$ cat src/rtl/snn_current_scheduler_pkg.sv
// Shared types and constants for the SNN input-current scheduler.
// Holds the FSM encoding, datapath widths and the saturation helper.
package snn_current_scheduler_pkg;

  typedef enum logic [1:0] {
    S_IDLE  = 2'd0,
    S_CALC  = 2'd1,
    S_WRITE = 2'd2,
    S_DONE  = 2'd3
  } state_t;

  localparam int CUR_W   = 8;
  localparam int ACC_W   = 13;
  localparam int SAT_MAX = 127;
  localparam int SAT_MIN = -128;

  // Clamp a signed accumulator value into the signed 8-bit current range.
  function automatic logic [CUR_W-1:0] saturate(input logic signed [ACC_W-1:0] acc);
    logic [CUR_W-1:0] res;
    if (acc > SAT_MAX)       res = CUR_W'(SAT_MAX);
    else if (acc < SAT_MIN)  res = CUR_W'(SAT_MIN);
    else                     res = acc[CUR_W-1:0];
    return res;
  endfunction

endpackage

$ cat src/rtl/snn_current_scheduler_weighted_sum.sv
// Registered spike-gated weight adder: sums the weights whose spike bit is set
// and stores the saturated 8-bit result when en is high.
module snn_weighted_sum_unit
  import snn_current_scheduler_pkg::*;
#(
  parameter int M = 24
) (
  input  logic               clk,
  input  logic               reset,
  input  logic               en,
  input  logic [M-1:0]       spikes,
  input  logic [M*CUR_W-1:0] weights,
  output logic [CUR_W-1:0]   sum
);

  logic signed [ACC_W-1:0] w_acc;
  logic [CUR_W-1:0]        r_sum;

  // 13 bits covers 24 * (+/-128) without wrap before saturation.
  always_comb begin
    w_acc = '0;
    for (int i = 0; i < M; i++) begin
      if (spikes[i]) begin
        w_acc = w_acc + {{(ACC_W-CUR_W){weights[i*CUR_W+CUR_W-1]}}, weights[i*CUR_W +: CUR_W]};
      end
    end
  end

  always_ff @(posedge clk or posedge reset) begin
    if (reset) begin
      r_sum <= '0;
    end else if (en) begin
      r_sum <= saturate(w_acc);
    end
  end

  assign sum = r_sum;

endmodule

$ cat src/rtl/snn_current_scheduler.sv
// Time-multiplexed input-current computation for N neurons using one shared
// weighted-sum unit; one CALC/WRITE pair per neuron, then a DONE pulse.
module snn_current_scheduler
  import snn_current_scheduler_pkg::*;
#(
  parameter int M = 24,
  parameter int N = 8
) (
  input  logic                 clk,
  input  logic                 reset,
  input  logic                 start,
  input  logic [M-1:0]         input_spikes,
  input  logic [N*M*CUR_W-1:0] weights,
  output logic [N*CUR_W-1:0]   currents,
  output logic                 busy,
  output logic                 done,
  output state_t               o_dbg_state
);

  localparam int IDX_W = (N > 1) ? $clog2(N) : 1;
  localparam logic [IDX_W-1:0] LAST_IDX = IDX_W'(N - 1);

  state_t             r_state;
  logic [IDX_W-1:0]   r_index;
  logic [M-1:0]       r_spikes;
  logic [CUR_W-1:0]   r_currents [N];
  logic               r_busy;
  logic               r_done;

  logic               w_en;
  logic [M*CUR_W-1:0] w_nrn_weights;
  logic [CUR_W-1:0]   w_sum;

  assign w_en          = (r_state == S_CALC);
  assign w_nrn_weights = weights[int'(r_index)*M*CUR_W +: M*CUR_W];

  snn_weighted_sum_unit #(.M(M)) u_sum (
    .clk     (clk),
    .reset   (reset),
    .en      (w_en),
    .spikes  (r_spikes),
    .weights (w_nrn_weights),
    .sum     (w_sum)
  );

  // start is only looked at in IDLE, so requests during a sweep are dropped.
  always_ff @(posedge clk or posedge reset) begin
    if (reset) begin
      r_state  <= S_IDLE;
      r_index  <= '0;
      r_spikes <= '0;
      r_busy   <= 1'b0;
      r_done   <= 1'b0;
      for (int n = 0; n < N; n++) r_currents[n] <= '0;
    end else begin
      case (r_state)
        S_IDLE: begin
          if (start) begin
            r_spikes <= input_spikes;
            r_index  <= '0;
            r_busy   <= 1'b1;
            r_state  <= S_CALC;
          end
        end
        S_CALC: begin
          r_state <= S_WRITE;
        end
        S_WRITE: begin
          r_currents[r_index] <= w_sum;
          if (r_index == LAST_IDX) begin
            r_done  <= 1'b1;
            r_state <= S_DONE;
          end else begin
            r_index <= r_index + 1'b1;
            r_state <= S_CALC;
          end
        end
        S_DONE: begin
          r_done  <= 1'b0;
          r_busy  <= 1'b0;
          r_state <= S_IDLE;
        end
        default: begin
          r_state <= S_IDLE;
        end
      endcase
    end
  end

  for (genvar g = 0; g < N; g++) begin : g_cur
    assign currents[g*CUR_W +: CUR_W] = r_currents[g];
  end

  assign busy        = r_busy;
  assign done        = r_done;
  assign o_dbg_state = r_state;

endmodule

$ cat config.mk
export PLATFORM = sky130hd
export DESIGN_NAME = snn_current_scheduler
export DESIGN_NICKNAME = d
export VERILOG_FILES = /design/src/rtl/snn_current_scheduler_pkg.sv /design/src/rtl/snn_current_scheduler_weighted_sum.sv /design/src/rtl/snn_current_scheduler.sv
export SDC_FILE = /design/constraint.sdc
export NUM_CORES = 2
export LEC_CHECK = 0
export CAP_MARGIN = 20
export CORE_AREA = 2 2 641 643
export CTS_BUF_LIST = sky130_fd_sc_hd__clkbuf_4 sky130_fd_sc_hd__clkbuf_8
export CTS_CLUSTER_SIZE = 25
export DETAILED_ROUTE_END_ITERATION = 16
export DIE_AREA = 0 0 643 645
export PLACE_DENSITY = 0.3
export SLEW_MARGIN = 20
export SYNTH_ARGS = -nofsm -noshare
export SYNTH_HDL_FRONTEND = slang
export SYNTH_SLANG_ARGS = --single-unit
$ cat constraint.sdc
create_clock -name clk -period 105.4 [get_ports clk]
set_input_delay 10.54 -clock clk [delete_from_list [all_inputs] [get_ports clk]]
set_output_delay 10.54 -clock clk [all_outputs]
set_load 0.005 [all_outputs]
# After elaboration in Yosys (flattened, before gate mapping)
# Index checks and enable logic that the tools add are counted.
# word_totals
ff_bits	103
inputBits	1563
output_inout_bits	68
elab_cells	100
# classes
n_addsub	24
multipliers	1
order_cmp	4
eq_ne	7
shift	1
mux	39
bitwise	1
n_reduce_logical	9
# op_table
op	count
$shiftx 1536x12->192	1
$mux 13	24
$add 13x13->13	23
$bwmux 64	1
$demux 8 s3	1
$mux 8	3
$gt 13x8->1 const B	1
$lt 13x8->1 const B	1
$pmux 2 s4	1
$mux 3	2
$ne 2x2->1 const B	3
$pmux 3 s2	1
$reduce_and 2->1	3
$reduce_bool 2->1	3
$mul 3x2->5 const B	1
$eq 2x2->1 const B	2
$ge 4x4->1 const B	1
$lt 4x1->1 const B	1
$mux 2	2
$not 3->4	1
$pmux 1 s2	2
$add 3x1->3 const B	1
$eq 3x3->1 const B	1
$reduce_and 3->1	1
4 further kinds	5

# Depth between registers and ports, before layout
# logic_depth
depth_word	52
mapped_depth	168
depth_no_buf	148

# Cells and area by module
# Synthesis repeated with hierarchy kept, for this count alone.
# unflattened
cells_unflattened	3597
hier_area_um2	33467.1
# modules_own_cells
mod	instances	cells_each	area_each_um2	seq_area_each_um2
snn_weighted_sum_unit	1	2688	18453.9	200.2
snn_current_scheduler	1	909	15013.1	2377.3

# Worst setup path after synthesis
# No wires, ideal clock.
# synth_timing
path_type	input-to-reg
startpoint	input weights[577]
endpoint	register u_sum.r_sum[5], in the netlist u_sum.sum[5]
setup_ns	0.148
t_arrival_ns	37.787
required_ns	105.252
path_slack_ns	67.466
cell_stages	136
n_path_buf	0
cell_sequence	mux2_1 mux4_2 a21boi_0 nor2_1 ha_1 nand2_1 o21a_1 xnor2_1 ha_1 a221oi_4 xnor2_1 ha_1 nand2b_1 o31ai_1 nor4_1 nor2b_1 ha_1 and2_1 [100 not listed] xnor2_1 xnor2_1 xnor3_1 xor2_1 xnor2_1 xnor2_1 xnor2_1 xnor2_1 xnor2_1 xnor2_1 xnor3_1 xnor3_1 xor2_1 xnor3_1 xnor2_1 xnor2_1 a31oi_1 o211ai_1
# synth_via
elab_chain_cells	51
word_cells_on_any_way	52
cone_classes	add/sub: 23; order compare: 2; shift: 1; mux: 26
# synth_lines
element	line	rtl
from (decl)	snn_current_scheduler.sv:13	input logic [N*M*CUR_W-1:0] weights,
$shiftx 1536x12->192 *	snn_current_scheduler.sv:35	assign w_nrn_weights = weights[int'(r_index)*M*CUR_W +: M*CUR_W];
$mux 13	snn_current_scheduler_weighted_sum.sv:23	if (spikes[i]) begin
$add 13x13->13	snn_current_scheduler_weighted_sum.sv:24	w_acc = w_acc + {{(ACC_W-CUR_W){weights[i*CUR_W+CUR_W-1]}}, weights[i*CUR_W +: CUR_W]};
$mux 13	snn_current_scheduler_weighted_sum.sv:23	
$add 13x13->13	snn_current_scheduler_weighted_sum.sv:24	
$mux 13	snn_current_scheduler_weighted_sum.sv:23	
$add 13x13->13	snn_current_scheduler_weighted_sum.sv:24	
$mux 13	snn_current_scheduler_weighted_sum.sv:23	
[35 not listed]	--	
$mux 13 *	snn_current_scheduler_weighted_sum.sv:23	
$add 13x13->13	snn_current_scheduler_weighted_sum.sv:24	
$mux 13 *	snn_current_scheduler_weighted_sum.sv:23	
$add 13x13->13	snn_current_scheduler_weighted_sum.sv:24	
$mux 13 *	snn_current_scheduler_weighted_sum.sv:23	
$lt 13x8->1	snn_current_scheduler_pkg.sv:21	else if (acc < SAT_MIN) res = CUR_W'(SAT_MIN);
$mux 8	snn_current_scheduler_pkg.sv:21	
$mux 8 *	snn_current_scheduler_pkg.sv:20	if (acc > SAT_MAX) res = CUR_W'(SAT_MAX);
to (signal assigned)	snn_current_scheduler_weighted_sum.sv:33	r_sum <= saturate(w_acc);
to (decl)	snn_current_scheduler_weighted_sum.sv:17	logic [CUR_W-1:0] r_sum;
# Mark *: on every way between the ends. The rest lies on a longest branch, timed or not.
# A chain may end at the register's enable or synchronous reset.

# Worst setup path after layout
# layout_timing
startpoint	input weights[1]
endpoint	register u_sum.r_sum[2], in the netlist u_sum.sum[2]
# Same word-level chain as after synthesis.

==> reports/qor.txt <==
first-pass GRT wire length = 537 mm
most common cell after layout, fill and taps aside = clkdlybuf4s50_1
slowest CP cell = a22oi_1
fmax = 0.0234 GHz
commonest non-fill, non-tap cells in the layout = clkdlybuf4s50_1, nand2_1, mux4_2
crit-path max cell delay = 650 ps
Fin Clk Skew = 142 ps
CP Max Fanout = 10
CP Capture Type = flop
RSZ-0062 raised after global routing = false
Slew @ Worst Pin = 1090 ps
Congestion Overflow GR = 0
Iter 0 DRT Violations = 3598
CTS max path bufs = 2
share of cells above drive strength 1 = 13.1%
H-tree lvl count = 3
vias per cell = 3.88
Final min period = 42650 ps
Most common cell on crit path = xnor2_1
clock transition at the registers of the reported paths = 150 ps
ranking of synthesized cells by area = mux4_2, ha_1, dfrtp_1, nand2_1, mux2_2
Relative slew margins = 26.0%
Mapped Cells = 3985
status = finished clean
Post-synth EDFFs = 0
CP Data Required Time = 105800 ps
hold crit path type = flop to flop
setup ws final = 62750 ps
Root Driver = clkbuf_8
Mapped Nets = 5792
TritonCTS Sinks = 103
# IOs = 1631
Crit Path Class = primary input to flop
Initial Util = 8.44%
Netlist cell types = 123
drt wl/cell = 40.1 microns
Die W = 643 microns
syn_area_per_cell = 8.64 sq um
largest net degree at the start of global routing = 68
Max Slew Vio Count = 0
die height = 645 microns
final period utilization = 40.5%
Die Area = 415000 sq um
fraction of registers with async set/reset = 100%
clock latency at the later pin of the worst-skew pair = 640 ps
Final ANT Viol Nets = 0
CP Launch Type = primary input
GRT Total Usage = 20.7%
Final GP Congestion = 0.935
port bufs = 1630
drt total wl = 445 mm
fillcell total = 46400
num rows = 235
CP Data Arrival Time = 43050 ps
total core area = 408000 sq um
post-CTS setup repair buffer count = 0
post-synth top area share = 24.6%
initial antenna violation count = 594
Setup TNS = 0 ps
Yosys top cell by area = mux4_2
yosys warns = 0
final hold violation count = 0
TritonCTS clock tree = built
hold-fix buffer count after cts = 0
Synth Flop Type = dfrtp_1
post-synthesis sequential area ratio = 7.49%
first-pass detailed-route iteration total = 5
CTS buffer count = 9
total placed cells including tap cells = 10900
final std cells w/o fill = 11100
post_cts resized = 0
final setup vio count = 0
Cell Area, Synth = 34400 sq um
nets = 7288
pre-CTS setup slack = 62280 ps
DR DRC count = 0
Yosys reg bits = 103
post-DP HPWL = 409 mm
worst hold slack = 516 ps
number of global-route vias before repair = 41200
Area growth, synth to finish = 68.2%
Max-Cap Viols = 0
via count = 43000
[routing by layer]
metal | wire [microns] | track usage (%) | vias to the layer above
li1 | - | - | 18400
met5 | 1740 | 0 | -
met4 | 11000 | 2.93 | 268
met3 | 46500 | 8.64 | 971
met1 | 165000 | 22.9 | 21100
met2 | 220000 | 37.3 | 2255
[worst paths after layout]
check | from | to | slack (ps) | depth (start not counted)
worst max-delay path | weights[1] | u_sum.sum[2]$_DFFE_PP0N_ | 62750 | 138
worst min-delay path | busy$_DFFE_PP0P_ | busy$_DFFE_PP0P_ | 520 | 1
worst max register to register | r_index[2]$_DFFE_PP0P_ | u_sum.sum[2]$_DFFE_PP0N_ | 71880 | 138
worst min register to register | busy$_DFFE_PP0P_ | busy$_DFFE_PP0P_ | 520 | 1
max in group asynchronous | reset | currents[52]$_DFFE_PP0P_ | 93330 | 3
min in group asynchronous | reset | r_spikes[7]$_DFFE_PP0P_ | 10380 | 2
[Yosys cell counts (39+ instances only)]
cell type  count
a21o_1        74
a21oi_1      241
and2_1        42
buf_1         39
clkbuf_1     146
dfrtp_1      103
ha_1         234
inv_1        165
mux2_2       155
mux2i_1      115
mux4_2       376
nand2_1      685
nand2b_1      39
nand3_1       63
nor2_1       231
nor3_1        60
o21a_1        49
o21ai_0      152
o21bai_1      46
xnor2_1      185
xor2_1        67
[logic make-up after synthesis]
kind of cell	count (synthesis)	synth area share, %
and+or+nand+nor	1345	17.8
AOI/OAI and AO/OA	929	18.3
muxes	654	33.4
buffers and inverters	400	4.66
xor gates and xnor gates	284	8.49
adders and majority gates	270	9.85
DFF	103	7.49
[layout make-up]
cell class / instances / area (sq um) / area share (%)
Antenna cell: 160 / 400 / 0.691
Multi-Input combinational cell: 3482 / 30300 / 52.2
Inverter: 175 / 669 / 1.16
Clock inverter: 7 / 88.8 / 0.153
Tap cell: 5451 / 6820 / 11.8
Sequential cell: 103 / 2590 / 4.47
Timing Repair Buffer: 1710 / 17000 / 29.3
Clock buffer: 9 / 124 / 0.214
[stage by stage]
| step | util (%) | instance area (sq um) |
|---|---|---|
| global route | 14.1 | 57700 |
| detailed placement | 14.0 | 57300 |
| global placement | 14.0 | 57300 |
| CTS | 14.1 | 57500 |
| floorplan | - | 34400 |
| finish | 14.2 | 57900 |
[worst max-delay path, delay by kind of cell]
family                     cells  cell delay [ps]
AOI/OAI and AO/OA             32             7990
and+or+nand+nor               38             7350
adders and majority gates     22             7050
xor gates and xnor gates      33             6920
muxes                          8             2350
buffers and inverters          5              790
[sequential cells by signal, indices dropped and copies added (netlist names)]
signal / flops
done: 1
r_index: 3
o_dbg_state: 2
r_spikes: 24
busy: 1
u_sum.sum: 8
currents: 64
Power is not shown: default switching activity piles up to over one toggle a cycle in this logic, so the estimate is an artifact.
